<file path="config.mk">
export PLATFORM = sky130hd
export DESIGN_NAME = store_byte_serializer_flat
export DESIGN_NICKNAME = d
export VERILOG_FILES = /design/src/rtl/store_byte_serializer_if.sv /design/src/rtl/store_byte_serializer.sv /design/src/flat_wrapper.sv
export SDC_FILE = /design/constraint.sdc
export NUM_CORES = 1
export LEC_CHECK = 0
export BUFFER_PORTS_ARGS = -buffer_cell sky130_fd_sc_hd__buf_2
export CORE_ASPECT_RATIO = 0.75
export CORE_MARGIN = 2
export CORE_UTILIZATION = 35
export CTS_CLUSTER_DIAMETER = 80
export DETAILED_ROUTE_END_ITERATION = 10
export GPL_TIMING_DRIVEN = 0
export MAX_ROUTING_LAYER = met4
export PLACE_DENSITY = 0.51
export SLEW_MARGIN = 25
export SYNTH_ARGS = -nofsm -noshare
export SYNTH_HDL_FRONTEND = slang
export SYNTH_SLANG_ARGS = --single-unit
</file>
<file path="constraint.sdc">
create_clock -name clk -period 4.4 [get_ports clk]
set_clock_uncertainty 0.1 [all_clocks]
set_input_delay 0.44 -clock clk [delete_from_list [all_inputs] [get_ports clk]]
set_output_delay 0.44 -clock clk [all_outputs]
set_load 0.01 [all_outputs]
</file>
<file path="src/rtl/store_byte_serializer_if.sv">
// Store request / byte-wide memory write bundle between the core, the
// store serializer and the data RAM.
interface store_byte_serializer_if #(
  parameter int unsigned ADDR_W = 32
);
  localparam int unsigned DATA_W = 32;
  localparam int unsigned BYTE_W = 8;

  // core -> serializer store request
  logic              start;
  logic [2:0]        funct3;
  logic [ADDR_W-1:0] addr;
  logic [DATA_W-1:0] wdata;
  // serializer -> core status
  logic              busy;
  logic              done;
  logic              err;
  // serializer <-> byte-wide data RAM
  logic              mem_valid;
  logic              mem_ready;
  logic [ADDR_W-1:0] mem_addr;
  logic [BYTE_W-1:0] mem_byte;

  // core and RAM side
  modport master (
    output start, funct3, addr, wdata, mem_ready,
    input  busy, done, err, mem_valid, mem_addr, mem_byte
  );

  // serializer side
  modport slave (
    input  start, funct3, addr, wdata, mem_ready,
    output busy, done, err, mem_valid, mem_addr, mem_byte
  );
endinterface

</file>
<file path="src/rtl/store_byte_serializer.sv">
// Splits a 32-bit RISC-V store (SB/SH/SW) into little-endian byte writes
// on an 8-bit memory port. Misaligned or illegal stores finish with err
// and issue no write.
module store_byte_serializer #(
  parameter int unsigned ADDR_W = 32
) (
  input logic                    clk,
  input logic                    reset,
  store_byte_serializer_if.slave bus
);

  localparam int unsigned DATA_W = 32;
  localparam int unsigned BYTE_W = 8;
  localparam int unsigned IDX_W  = 2;
  localparam int unsigned SHA_W  = 5;

  typedef enum logic [1:0] {
    IDLE  = 2'd0,
    WRITE = 2'd1,
    FIN   = 2'd2
  } state_t;

  // Operands captured on the accepting edge; last holds byte count - 1.
  typedef struct packed {
    logic [ADDR_W-1:0] addr;
    logic [DATA_W-1:0] data;
    logic [IDX_W-1:0]  last;
    logic              err;
  } req_t;

  state_t            state_q, state_d;
  req_t              req_q, req_d;
  logic [IDX_W-1:0]  idx_q, idx_d;

  logic [IDX_W-1:0]  dec_last;
  logic              dec_bad;

  logic [SHA_W-1:0]  byte_shift;
  logic [ADDR_W-1:0] next_addr;
  logic [BYTE_W-1:0] next_byte;

  logic              busy_q;
  logic              done_q;
  logic              err_q;
  logic              mem_valid_q;
  logic [ADDR_W-1:0] mem_addr_q;
  logic [BYTE_W-1:0] mem_byte_q;

  // Decode store width and alignment of the incoming request.
  always_comb begin
    dec_last = IDX_W'(0);
    dec_bad  = 1'b0;
    case (bus.funct3)
      3'b000: dec_last = IDX_W'(0);
      3'b001: begin
        dec_last = IDX_W'(1);
        dec_bad  = bus.addr[0];
      end
      3'b010: begin
        dec_last = IDX_W'(3);
        dec_bad  = |bus.addr[1:0];
      end
      default: dec_bad = 1'b1;
    endcase
  end

  // Next-state logic: accept in IDLE, advance bytes on ready, one FIN cycle.
  always_comb begin
    state_d = state_q;
    req_d   = req_q;
    idx_d   = idx_q;
    case (state_q)
      IDLE: begin
        if (bus.start) begin
          req_d.addr = bus.addr;
          req_d.data = bus.wdata;
          req_d.last = dec_last;
          req_d.err  = dec_bad;
          idx_d      = IDX_W'(0);
          state_d    = dec_bad ? FIN : WRITE;
        end
      end
      WRITE: begin
        if (bus.mem_ready) begin
          if (idx_q == req_q.last) begin
            state_d = FIN;
          end else begin
            idx_d = idx_q + IDX_W'(1);
          end
        end
      end
      FIN: begin
        state_d = IDLE;
      end
      default: state_d = IDLE;
    endcase
  end

  // Address and byte lane of the write that will be presented next cycle.
  always_comb begin
    byte_shift = {idx_d, 3'b000};
    next_addr  = req_d.addr + ADDR_W'(idx_d);
    next_byte  = BYTE_W'(req_d.data >> byte_shift);
  end

  // State, operand and registered-output update.
  always_ff @(posedge clk) begin
    if (reset) begin
      state_q     <= IDLE;
      req_q       <= '0;
      idx_q       <= IDX_W'(0);
      busy_q      <= 1'b0;
      done_q      <= 1'b0;
      err_q       <= 1'b0;
      mem_valid_q <= 1'b0;
      mem_addr_q  <= ADDR_W'(0);
      mem_byte_q  <= BYTE_W'(0);
    end else begin
      state_q     <= state_d;
      req_q       <= req_d;
      idx_q       <= idx_d;
      busy_q      <= (state_d != IDLE);
      done_q      <= (state_d == FIN);
      err_q       <= (state_d == FIN) && req_d.err;
      mem_valid_q <= (state_d == WRITE);
      if (state_d == WRITE) begin
        mem_addr_q <= next_addr;
        mem_byte_q <= next_byte;
      end
    end
  end

  assign bus.busy      = busy_q;
  assign bus.done      = done_q;
  assign bus.err       = err_q;
  assign bus.mem_valid = mem_valid_q;
  assign bus.mem_addr  = mem_addr_q;
  assign bus.mem_byte  = mem_byte_q;

endmodule
</file>
<file path="src/flat_wrapper.sv">
// flat-port wrapper written by rule: the top's interface ports become plain ports
module store_byte_serializer_flat 
#(
  parameter int unsigned ADDR_W = 32
)
  (clk, reset, bus_start, bus_funct3, bus_addr, bus_wdata, bus_mem_ready, bus_busy, bus_done, bus_err, bus_mem_valid, bus_mem_addr, bus_mem_byte);
  store_byte_serializer_if #(.ADDR_W(ADDR_W)) bus_i ();
  input logic clk;
  input logic reset;
  input wire logic [$bits(bus_i.start)-1:0] bus_start;
  input wire logic [$bits(bus_i.funct3)-1:0] bus_funct3;
  input wire logic [$bits(bus_i.addr)-1:0] bus_addr;
  input wire logic [$bits(bus_i.wdata)-1:0] bus_wdata;
  input wire logic [$bits(bus_i.mem_ready)-1:0] bus_mem_ready;
  output wire logic [$bits(bus_i.busy)-1:0] bus_busy;
  output wire logic [$bits(bus_i.done)-1:0] bus_done;
  output wire logic [$bits(bus_i.err)-1:0] bus_err;
  output wire logic [$bits(bus_i.mem_valid)-1:0] bus_mem_valid;
  output wire logic [$bits(bus_i.mem_addr)-1:0] bus_mem_addr;
  output wire logic [$bits(bus_i.mem_byte)-1:0] bus_mem_byte;
  assign bus_i.start = bus_start;
  assign bus_i.funct3 = bus_funct3;
  assign bus_i.addr = bus_addr;
  assign bus_i.wdata = bus_wdata;
  assign bus_i.mem_ready = bus_mem_ready;
  assign bus_busy = bus_i.busy;
  assign bus_done = bus_i.done;
  assign bus_err = bus_i.err;
  assign bus_mem_valid = bus_i.mem_valid;
  assign bus_mem_addr = bus_i.mem_addr;
  assign bus_mem_byte = bus_i.mem_byte;
  store_byte_serializer #(.ADDR_W(ADDR_W)) u_core (.clk(clk), .reset(reset), .bus(bus_i));
endmodule
</file>
==> metrics <==
worst-path maximum fanout 10; CTS Buf Count 17; GRT Residual Overflow 0; leakage power 2.91 nW; routability congestion estimate 0.892; Power Total 2.96 mW; H-tree Lvls 4; PwrDens 430 nW/µm²; Nets 860; area delta synth->final 26.5%; total inserted antenna cells 0; mux contribution to synthesized area 0.0774; r2r setup slk 0.28 ns; post-DP HPWL 13.2 mm; CP Launch Type flop; Syn Area/Cell 8.33 µm²; WL/cell 17.4 µm; most common cell after layout, fill and taps aside buf_2; Critical R2R Launch u_core.state_q[0]$_SDFF_PP0_; Sink Count 115; # setup viols final 0; vias in the first global route 5032; layout cells sized above 1 0.244; CTS clock-pin slew for the worst setup and hold paths 0.05 ns; WP data arrival 4.33 ns; Row Count 39; Synth Area in Compound Gates 0.141; simple-gate share of the synthesized area 0.257; worst relative slew slack 0.583; clk buf depth 2; Netlist cell types 60; Hold Crit Endpoint u_core.req_q[15]$_SDFF_PP0_; Hold Path Origin bus_wdata[12]; largest family of logic cells by synthesized area simple AND/OR/NAND/NOR gates; Die X-Extent 148 µm; total number of vias 5238; status complete, no violations; Min Hold Slack 0.156 ns; HP Class input pin to flop; register area share after synthesis 0.422; minimum clock period 4.12 ns; final setup TNS 0 ns; Fmax 0.243 GHz; Critical Path RT 4.61 ns; worst slew pin tran 0.626 ns; WHS Path Cells 3; top_reg_cell synth dfxtp_1; Clock Latency Late Sink 0.42 ns; post-DR vias/cell 5.22; most frequent cells in the layout buf_2, nand2_1, dfxtp_1; Netlist Area Pre-Place 5450 µm²; kind of critical path flop to flop; YS warnings 0; final worst-path cycle share 0.936; Worst Reg-to-Reg Cells 14; number of flops mapped to enable cells by yosys 0; Initial DRC Count 391; FF-to-FF End u_core.bus.mem_addr[26]$_SDFFE_PP0P_; die area 16600 µm²; final hold violations 0; ys async rst share 0; Worst setup EP type flop; post-synthesis adder-cell area fraction 0.00826; Starting Density 0.358; Top-Level Pins 115; RSZ-0062 raised after global routing false; Synth Area in XOR/XNOR 0.0466; Port-buffer cells 113; Post-Syn Nets 728; # DRC 0; final WL 17.5 mm; Peak VDD IR 0.301 mV; Final Slew Violations 0; initial antenna violation count 0; core area 15200 µm²; post-route ant nets 0; GRT Resource Usage Total 0.219; CTS tree yes; largest net degree at the start of global routing 17; MaxCap Viol Count 0; Pre-Repair DR Iteration Count 5; Synth Instances 654; first-pass GRT wire length 27.0 mm; CTS root buf clkbuf_16; FF+latch count, synth 115; Die Y 112 µm
## critical path, stage by stage (launching register included)
cell      delay [ns]
dfxtp_1         0.37
nor3b_4         0.42
buf_4           0.30
buf_4           0.28
buf_2           0.30
nand2_1         0.12
nand2_1         0.08
ha_1            0.20
fa_1            0.28
inv_1           0.14
nor4_2          0.45
o221ai_2        0.28
nor3_1          0.27
xor2_1          0.12
a211oi_1        0.31
## timing repair
item / 4_1_cts / 5_1_grt
resized for setup: 0 / 2
hold buffers: 0 / 0
hold endpoints to repair: 0 / 0
endpoints found under the setup margin: 0 / 7
setup buffers: 0 / 0
## how the worst max path moves through the flow
stage                                       startpoint                              endpoint  slack [ns]  cells after the start
after floorplan           u_core.req_q[2]$_SDFFE_PP0P_  u_core.bus.mem_addr[26]$_SDFFE_PP0P_        0.98                     15
after CTS                 u_core.state_q[0]$_SDFF_PP0_  u_core.bus.mem_addr[26]$_SDFFE_PP0P_        0.01                     14
final                     u_core.state_q[0]$_SDFF_PP0_  u_core.bus.mem_addr[26]$_SDFFE_PP0P_        0.28                     14
after global routing      u_core.state_q[0]$_SDFF_PP0_  u_core.bus.mem_addr[26]$_SDFFE_PP0P_        0.07                     14
after global placement                       bus_start  u_core.bus.mem_addr[26]$_SDFFE_PP0P_       -0.04                     15
after detailed placement                     bus_start  u_core.bus.mem_addr[26]$_SDFFE_PP0P_       -0.11                     15
## logic make-up after synthesis
family	after synthesis
adders and majority gates	3
DFF	115
and+or+nand+nor	290
xor gates and xnor gates	29
muxes	41
buffers and inverters	50
AOI/OAI and AO/OA	126
## where the power goes
part	internal, mW	total (mW)	leakage (nW)	switching, mW
Sequential	1.11	1.15	0.941	0.0406
Combinational	0.143	0.377	1.67	0.234
Clock	0.955	1.44	0.304	0.483
Total	2.21	2.96	2.91	0.758
## state kept, by name, summed over array words and instances, names as in the netlist
signal	count
u_core.bus.mem_addr	32
u_core.bus.mem_byte	8
u_core.state_q	2
u_core.bus.busy	1
u_core.idx_q	2
u_core.bus.mem_valid	1
u_core.bus.err	1
u_core.bus.done	1
u_core.req_q	67
## Yosys cell counts, types with 4 or more instances
cell      instances  area, µm²
and3_1           10       62.6
mux2i_1          32        320
buf_6             4       45.0
nand4_1          13       81.3
o21ai_0          19       95.1
nor2_1           54        203
buf_2            17       85.1
a211oi_1          5       37.5
a21oi_1          68        340
buf_4             5       37.5
a31oi_1           9       56.3
inv_1             8       30.0
clkbuf_1         13       48.8
nand2_1         121        454
mux2_2            9        101
xor2_1           13        114
dfxtp_1         115       2300
nand3_1          52        260
nor3_1            9       45.0
xnor2_1          16        140
## area by class of cell
type                       count  area, µm²
sequential                   115       2300
fill                        1545       8330
timing repair buffer         113        566
clock buffer                  21        450
clock inverter                11        159
buffer                        41        224
multi-input combinational    489       2900
inverter                       9       35.0
tap                          205        256
## per-stage QoR
step | utilization | worst slack, ns | instance area, µm² | std cells
final | 0.453 | 0.282 | 6890 | 1004
after global routing | 0.453 | 0.0735 | 6890 | 1004
after CTS | 0.452 | 0.0141 | 6880 | 1004
after detailed placement | 0.412 | -0.107 | 6270 | 972
after global placement | 0.412 | -0.0375 | 6270 | 972
after floorplan | - | 0.984 | 5450 | 654
## metal layers
metal	part of all wire	routed length (µm)	GRT usage	up-vias
li1	-	-	-	2556
met1	0.49	8580	0.307	2474
met2	0.43	7540	0.314	189
met3	0.063	1100	0.0524	19
met4	0.013	223	0.0635	0
met5	0	0	-	-
(Power assumes the default switching activity.)
